### config.mk
export PLATFORM = sky130hd
export DESIGN_NAME = if_prefetch_queue
export DESIGN_NICKNAME = d
export VERILOG_FILES = /design/src/rtl/if_prefetch_queue.sv
export SDC_FILE = /design/constraint.sdc
export NUM_CORES = 1
export LEC_CHECK = 0
export CAP_MARGIN = 20
export CORE_ASPECT_RATIO = 0.6
export CORE_MARGIN = 8
export CORE_UTILIZATION = 39
export DETAILED_ROUTE_END_ITERATION = 10
export PLACE_DENSITY_LB_ADDON = 0.12
export SLEW_MARGIN = 20
export SYNTH_ARGS = -nofsm -noshare
export SYNTH_HDL_FRONTEND = slang
export SYNTH_SLANG_ARGS = --single-unit
### constraint.sdc
create_clock -name clk -period 3.35 [get_ports clk]
set_input_delay 0.8375 -clock clk [delete_from_list [all_inputs] [get_ports clk]]
set_output_delay 0.8375 -clock clk [all_outputs]
set_load 0.02 [all_outputs]
### src/rtl/if_prefetch_queue.sv
// Instruction-fetch stage: in-order memory port, prefetch FIFO of {pc, inst},
// credit-limited issue and redirect flush with stale-response dropping.
module if_prefetch_queue #(
    parameter int unsigned       ADDR_W   = 32,
    parameter int unsigned       INST_W   = 32,
    parameter int unsigned       DEPTH    = 4,
    parameter logic [ADDR_W-1:0] RESET_PC = '0
) (
    input  logic              clk,
    input  logic              rst,
    input  logic              flush_i,
    input  logic [ADDR_W-1:0] redirect_pc_i,
    input  logic              stall_i,
    output logic              mem_req_o,
    output logic [ADDR_W-1:0] mem_addr_o,
    input  logic              mem_ready_i,
    input  logic              mem_valid_i,
    input  logic [INST_W-1:0] mem_data_i,
    output logic              valid_o,
    output logic [ADDR_W-1:0] pc_o,
    output logic [INST_W-1:0] inst_o,
    output logic              stall_req_o
);
    localparam int unsigned PW = $clog2(DEPTH);
    localparam int unsigned CW = PW + 1;

    typedef struct packed {
        logic [ADDR_W-1:0] pc;
        logic [INST_W-1:0] inst;
    } entry_t;

    entry_t            fifo_q [DEPTH];
    logic [PW-1:0]     rd_ptr;
    logic [PW-1:0]     wr_ptr;
    logic [CW-1:0]     count;
    logic [CW-1:0]     outst;
    logic [CW-1:0]     drop;
    logic [ADDR_W-1:0] fetch_pc;
    logic [ADDR_W-1:0] resp_pc;
    logic [CW:0]       credit;
    logic              issue;
    logic              push;
    logic              pop;
    logic              resp_drop;

    // FIFO occupancy plus in-flight requests never exceeds DEPTH, so a push
    // always finds a free slot.
    assign credit      = {1'b0, count} + {1'b0, outst};
    assign mem_req_o   = !rst && !flush_i && (credit < (CW+1)'(DEPTH));
    assign mem_addr_o  = fetch_pc;
    assign issue       = mem_req_o && mem_ready_i;
    assign resp_drop   = mem_valid_i && (drop != '0);
    assign push        = mem_valid_i && (drop == '0) && !flush_i;
    assign valid_o     = !rst && (count != '0);
    assign pop         = valid_o && !stall_i && !flush_i;
    assign pc_o        = valid_o ? fifo_q[rd_ptr].pc : '0;
    assign inst_o      = valid_o ? fifo_q[rd_ptr].inst : '0;
    assign stall_req_o = !rst && (count == '0);

    always_ff @(posedge clk) begin
        if (rst) begin
            fetch_pc <= RESET_PC;
            resp_pc  <= RESET_PC;
            rd_ptr   <= '0;
            wr_ptr   <= '0;
            count    <= '0;
            outst    <= '0;
            drop     <= '0;
        end else if (flush_i) begin
            // Everything still in flight, minus this cycle's response, is stale.
            fetch_pc <= redirect_pc_i;
            resp_pc  <= redirect_pc_i;
            rd_ptr   <= '0;
            wr_ptr   <= '0;
            count    <= '0;
            outst    <= outst - CW'(mem_valid_i);
            drop     <= outst - CW'(mem_valid_i);
        end else begin
            if (issue) begin
                fetch_pc <= fetch_pc + ADDR_W'(4);
            end
            if (push) begin
                resp_pc <= resp_pc + ADDR_W'(4);
                wr_ptr  <= wr_ptr + PW'(1);
            end
            if (pop) begin
                rd_ptr <= rd_ptr + PW'(1);
            end
            if (resp_drop) begin
                drop <= drop - CW'(1);
            end
            count <= count + CW'(push) - CW'(pop);
            outst <= outst + CW'(issue) - CW'(mem_valid_i);
        end
    end

    always_ff @(posedge clk) begin
        if (push) begin
            fifo_q[wr_ptr] <= '{pc: resp_pc, inst: mem_data_i};
        end
    end

endmodule

# After elaboration in Yosys (flattened, before gate mapping)

Memory sizes are Yosys's and may differ from the RTL's. A register that Yosys moved wholly into a read port is not among the register bits.
Cells that the tools add are included.
W data, S select, Z words.

Register bits after elaboration: 77
Memory bits (writable): 256
Output and inout bits: 99
Memories: 1

Add/subtract/negate cells: 11
Magnitude comparators: 1
Multiplexer cells: 13
Reduce and logical (&&, ||, !) cells: 21

Memories:

| name   | words | width | read ports | clocked after Yosys merged registers in | wr ports | line | text |
|---|---|---|---|---|---|---|---|
| fifo_q | 4     | 64    | 1          | 1                                       | 1        | 32   | `entry_t fifo_q [DEPTH];` |

Operator list:

| cell                    | number |
|---|---|
| $mux W32                | 6 |
| $add A32 B3 Y32 const B | 2 |
| $logic_and A1 B1 Y1     | 10 |
| $mux W3                 | 3 |
| $sub A3 B1 Y3           | 3 |
| $add A3 B1 Y3           | 2 |
| $logic_not A3 Y1        | 2 |
| $reduce_bool A2 Y1      | 3 |
| $reduce_bool A3 Y1      | 2 |
| $add A2 B1 Y2 const B   | 2 |
| $add A3 B3 Y4           | 1 |
| $lt A4 B3 Y1 const B    | 1 |
| $mux W2                 | 2 |
| $logic_not A1 Y1        | 3 |
| $sub A3 B1 Y3 const B   | 1 |
| $mux W1                 | 2 |
| $reduce_or A2 Y1        | 1 |

# Depth between registers and ports, before layout

Gate-level depths: netlist (run 1).

Depth in word-level cells: 7
Mapped depth: 13

# Least setup slack after synthesis (run 1)

No wires, ideal clock.

Path kind: in2reg
From: input port flush_i
To: memory fifo_q[0][0] (netlist bit), enable pin
Setup time: 429 ps
Arrival: 3,162 ps
Required time: 2,921 ps
Slack: -241 ps
Stages on the path: 5
Buffers on the path: 3
Path through: buf_6 > inv_1 > clkbuf_1 > clkbuf_1 > and3_1

Longest elaborated chain between the ends: 4

Ends and longest elaborated chain:

| element                       | line | text |
|---|---|---|
| start, declared               | 11   | `input logic flush_i,` |
| $logic_not A1 Y1              | 53   | `assign push = mem_valid_i && (drop == '0) && !flush_i;` |
| $logic_and A1 B1 Y1           | 53   |  |
| $mux W1                       | 98   | `if (push) begin` |
| $mux W1 (not written as such) | 99   | `fifo_q[wr_ptr] <= '{pc: resp_pc, inst: mem_data_i};` |
| end, declared                 | 32   |  |

No other way between the ends.

==> flow_metrics.py, run 1 <==
metrics = {
    "power": {
        "p_leak_nw": 6.10,
        "power_density_mw_per_mm2": 513,
        "ir_worst_vdd_uv": 425,
    },
    "logic_synthesis": {
        "synth-edff-count": 256,
        "synth.avg_cell_area_um2": 14.9,
        "yosys.area_share.simple": 0.108,
        "ys.flop_type": "edfxtp_1",
        "synth_compound_area_frac": 0.0552,
        "yosysWarnings": 0,
        "synth_cell_type_count": 59,
        "synth_seq_area_share": 0.662,
        "async_reset_ff_frac": 0,
        "netlist_area_mm2": 0.0140,
        "synthXorXnorAreaFrac": 0.0288,
        "ys_seq_elements": 335,
        "synth_top_family_by_area": "simple AND/OR/NAND/NOR gates",
        "synth_fp_nets": 1026,
        "synth_mux_area_frac": 0.105,
        "synth_adder_area_share": 0.0171,
        "syn_inst": 938,
    },
    "cts": {
        "clock-sinks": 335,
        "htreeDepth": 2,
        "clockBufferDepth": 3,
        "cts_tree": "done",
        "cts_hold_buf": 0,
        "clk_latency_ns": 0.51,
        "clockRootBuffer": "clkbuf_16",
        "cts_made_buffers": 34,
        "clkSlewWorstSetupHoldPaths_ns": 0.06,
    },
    "floorplanning": {
        "core_region_area_mm2": 0.0352,
        "die_h_um": 163,
        "pin_count": 169,
        "rows": 53,
        "die_w_um": 261,
        "dieArea_mm2": 0.0424,
        "initial_core_util": 0.398,
    },
    "global_route": {
        "busiest_layer": "met2",
        "grt_pass1_vias": 8754,
        "met3_usage": 0.0328,
        "grt_antenna_before_repair": 1,
        "use_met1": 0.236,
        "grt_max_degree": 76,
        "gr-total-overflow": 0,
        "use_met2": 0.254,
        "grt_pass1_wl_um": 53700,
        "grt_usage": 0.163,
    },
    "setup_path": {
        "crit_fanout": 6,
        "crit_path_start_kind": "flip-flop",
        "r2r_end": "outst[2]",
        "reg2reg_slack_ns": 0.43,
        "crit_path_end_kind": "primary output",
        "timing.rr.start": "count[1]",
        "worstPathArrival_ns": 2.43,
        "critPathKind": "flip-flop to primary output",
        "rr_worst_depth": 12,
        "required_ns": 2.51,
    },
    "hold_path": {
        "hold_path_class": "flip-flop to flip-flop",
        "min_to": "mem_addr_o[1]",
        "whs_path_depth": 2,
        "hp-start": "mem_addr_o[1]",
    },
    "place": {
        "port_buffers": 168,
        "place_area_mm2": 0.0165,
        "place_hpwl_um": 22600,
        "gp_congestion": 0.930,
        "post-place-ws_ns": -0.0734,
    },
    "sta": {
        "final.setup.worst_slack_ns": 0.0869,
        "skew_ns": 0.00793,
        "whs_ns": 0.472,
        "setup_viol": 0,
        "period_needed_ns": 3.26,
        "fin_crit_sh": 0.974,
        "worst_pin_slew_ns": 0.673,
        "slew_viol_final": 0,
        "fmax_ghz": 0.306,
        "setup_tns_ns": 0,
        "final-hold-violation-count": 0,
        "max_slew_margin": 0.551,
    },
    "cells_and_area": {
        "post-route-util": 0.504,
        "final_common_cell": "edfxtp_1",
        "diodes": 0,
        "num-nets-final": 1223,
        "synthToLayoutAreaGrowth_pct": 26.6,
        "drive_gt1_frac": 0.149,
        "final_cell_mix": "edfxtp_1, clkdlybuf4s50_1, dfxtp_1, and2_1, mux4_2",
        "fill_cells": 2993,
        "fin_area_mm2": 0.0177,
    },
    "route": {
        "num_vias": 8573,
        "drt_iter0_drc": 650,
        "via_per_inst": 5.27,
        "ant_nets": 0,
        "finalWirelength_um": 34500,
        "firstDrtPassIters": 5,
        "drcViolationCount": 0,
        "avgRoutedWirePerCell_um": 21.2,
    },
    "flow_run": {
        "drv_cap": 0,
    },
    "outcome": {
        "status": "complete, no violations",
    },
}
[critical path, stage by stage, from the launching register on]
cell             delay, ns
dfxtp_4               0.45
buf_4                 0.21
mux4_2                0.52
and2_1                0.19
clkdlybuf4s50_1       0.54
[worst max path at each step]
stage	startpoint	endpoint	slack, ns	cells after the start
2_1_floorplan	flush_i	outst[2]	0.22	13
5_1_grt	flip-flop	pc_o[18]	-0.001	4
3_3_place_gp	flush_i	outst[2]	-0.09	12
3_5_place_dp	flush_i	outst[2]	-0.07	12
6_report	flip-flop	pc_o[1]	0.09	4
4_1_cts	flip-flop	pc_o[18]	0.004	4
[cell families after synthesis]
kind of cell | after synthesis
flip-flops | 335
multiplexers | 67
AO/OA/AOI/OAI | 117
AND/OR/NAND/NOR | 271
XOR/XNOR | 46
buffers and inverters | 84
adder cells (fa/ha/maj) | 18
[cells in the mapped netlist (all sizes together), types with 11 or more instances]
master	number	area (um^2)
a21boi	20	150
clkbuf	37	139
and2	71	444
inv	33	126
nand2	47	176
ha	16	200
a21oi	33	165
dfxtp	79	1580
a31oi	13	81.3
buf	14	73.8
a211oi	12	90.1
edfxtp	256	7690
nor2	38	143
nor4	18	140
nand3	22	110
and3	12	75.1
nand4	17	106
mux4	64	1440
o21ai	11	55.1
nor3	11	55.1
xnor2	37	324
[final cells by class]
cell class / instances / area [um^2] / share of cell area
Sequential cell: 335 / 9270 / 0.523
Multi-Input combinational cell: 519 / 4420 / 0.249
Timing Repair Buffer: 212 / 2240 / 0.126
Clock buffer: 45 / 966 / 0.0544
Tap cell: 467 / 584 / 0.0329
Clock inverter: 16 / 131 / 0.00741
Inverter: 33 / 126 / 0.00712
[registers in the layout, indices dropped and copies added, names as in the netlist, named ones only]
register	cells
rd_ptr	2
resp_pc	32
drop	3
mem_addr_o	32
wr_ptr	2
count	3
outst	3
fifo_q	256
[power by group]
group	total, mW	internal, mW	switching, mW
registers	4.72	4.60	0.119
clock network	3.73	2.19	1.54
logic	0.655	0.322	0.333
[timing repair]
item / CTS / global route
buffers inserted: 2 / 8
setup endpoints to repair: 49 / 47
gates resized for setup: 8 / 18
[per-stage QoR]
| step | power (mW) | std cells |
|---|---|---|
| finish | 9.11 | 1627 |
| global route | 9.48 | 1627 |
| CTS | 9.23 | 1619 |
| detailed placement | 5.47 | 1556 |
| global placement | 5.47 | 1556 |
| floorplan | 5.12 | 938 |
[layer usage]
layer / vias up / part of all wire
li1: 4004 / -
met1: 4343 / 0.48
met2: 185 / 0.45
met3: 41 / 0.055
met4: 0 / 0.014
met5: - / 0
(Power assumes the default switching activity.)
==> inputs of run 2 (changes only) <==
- CAP_MARGIN: 20 -> 15
==> results of run 2 <==
Same layout as run 1: the final DEF is identical, and so are final timing and power.
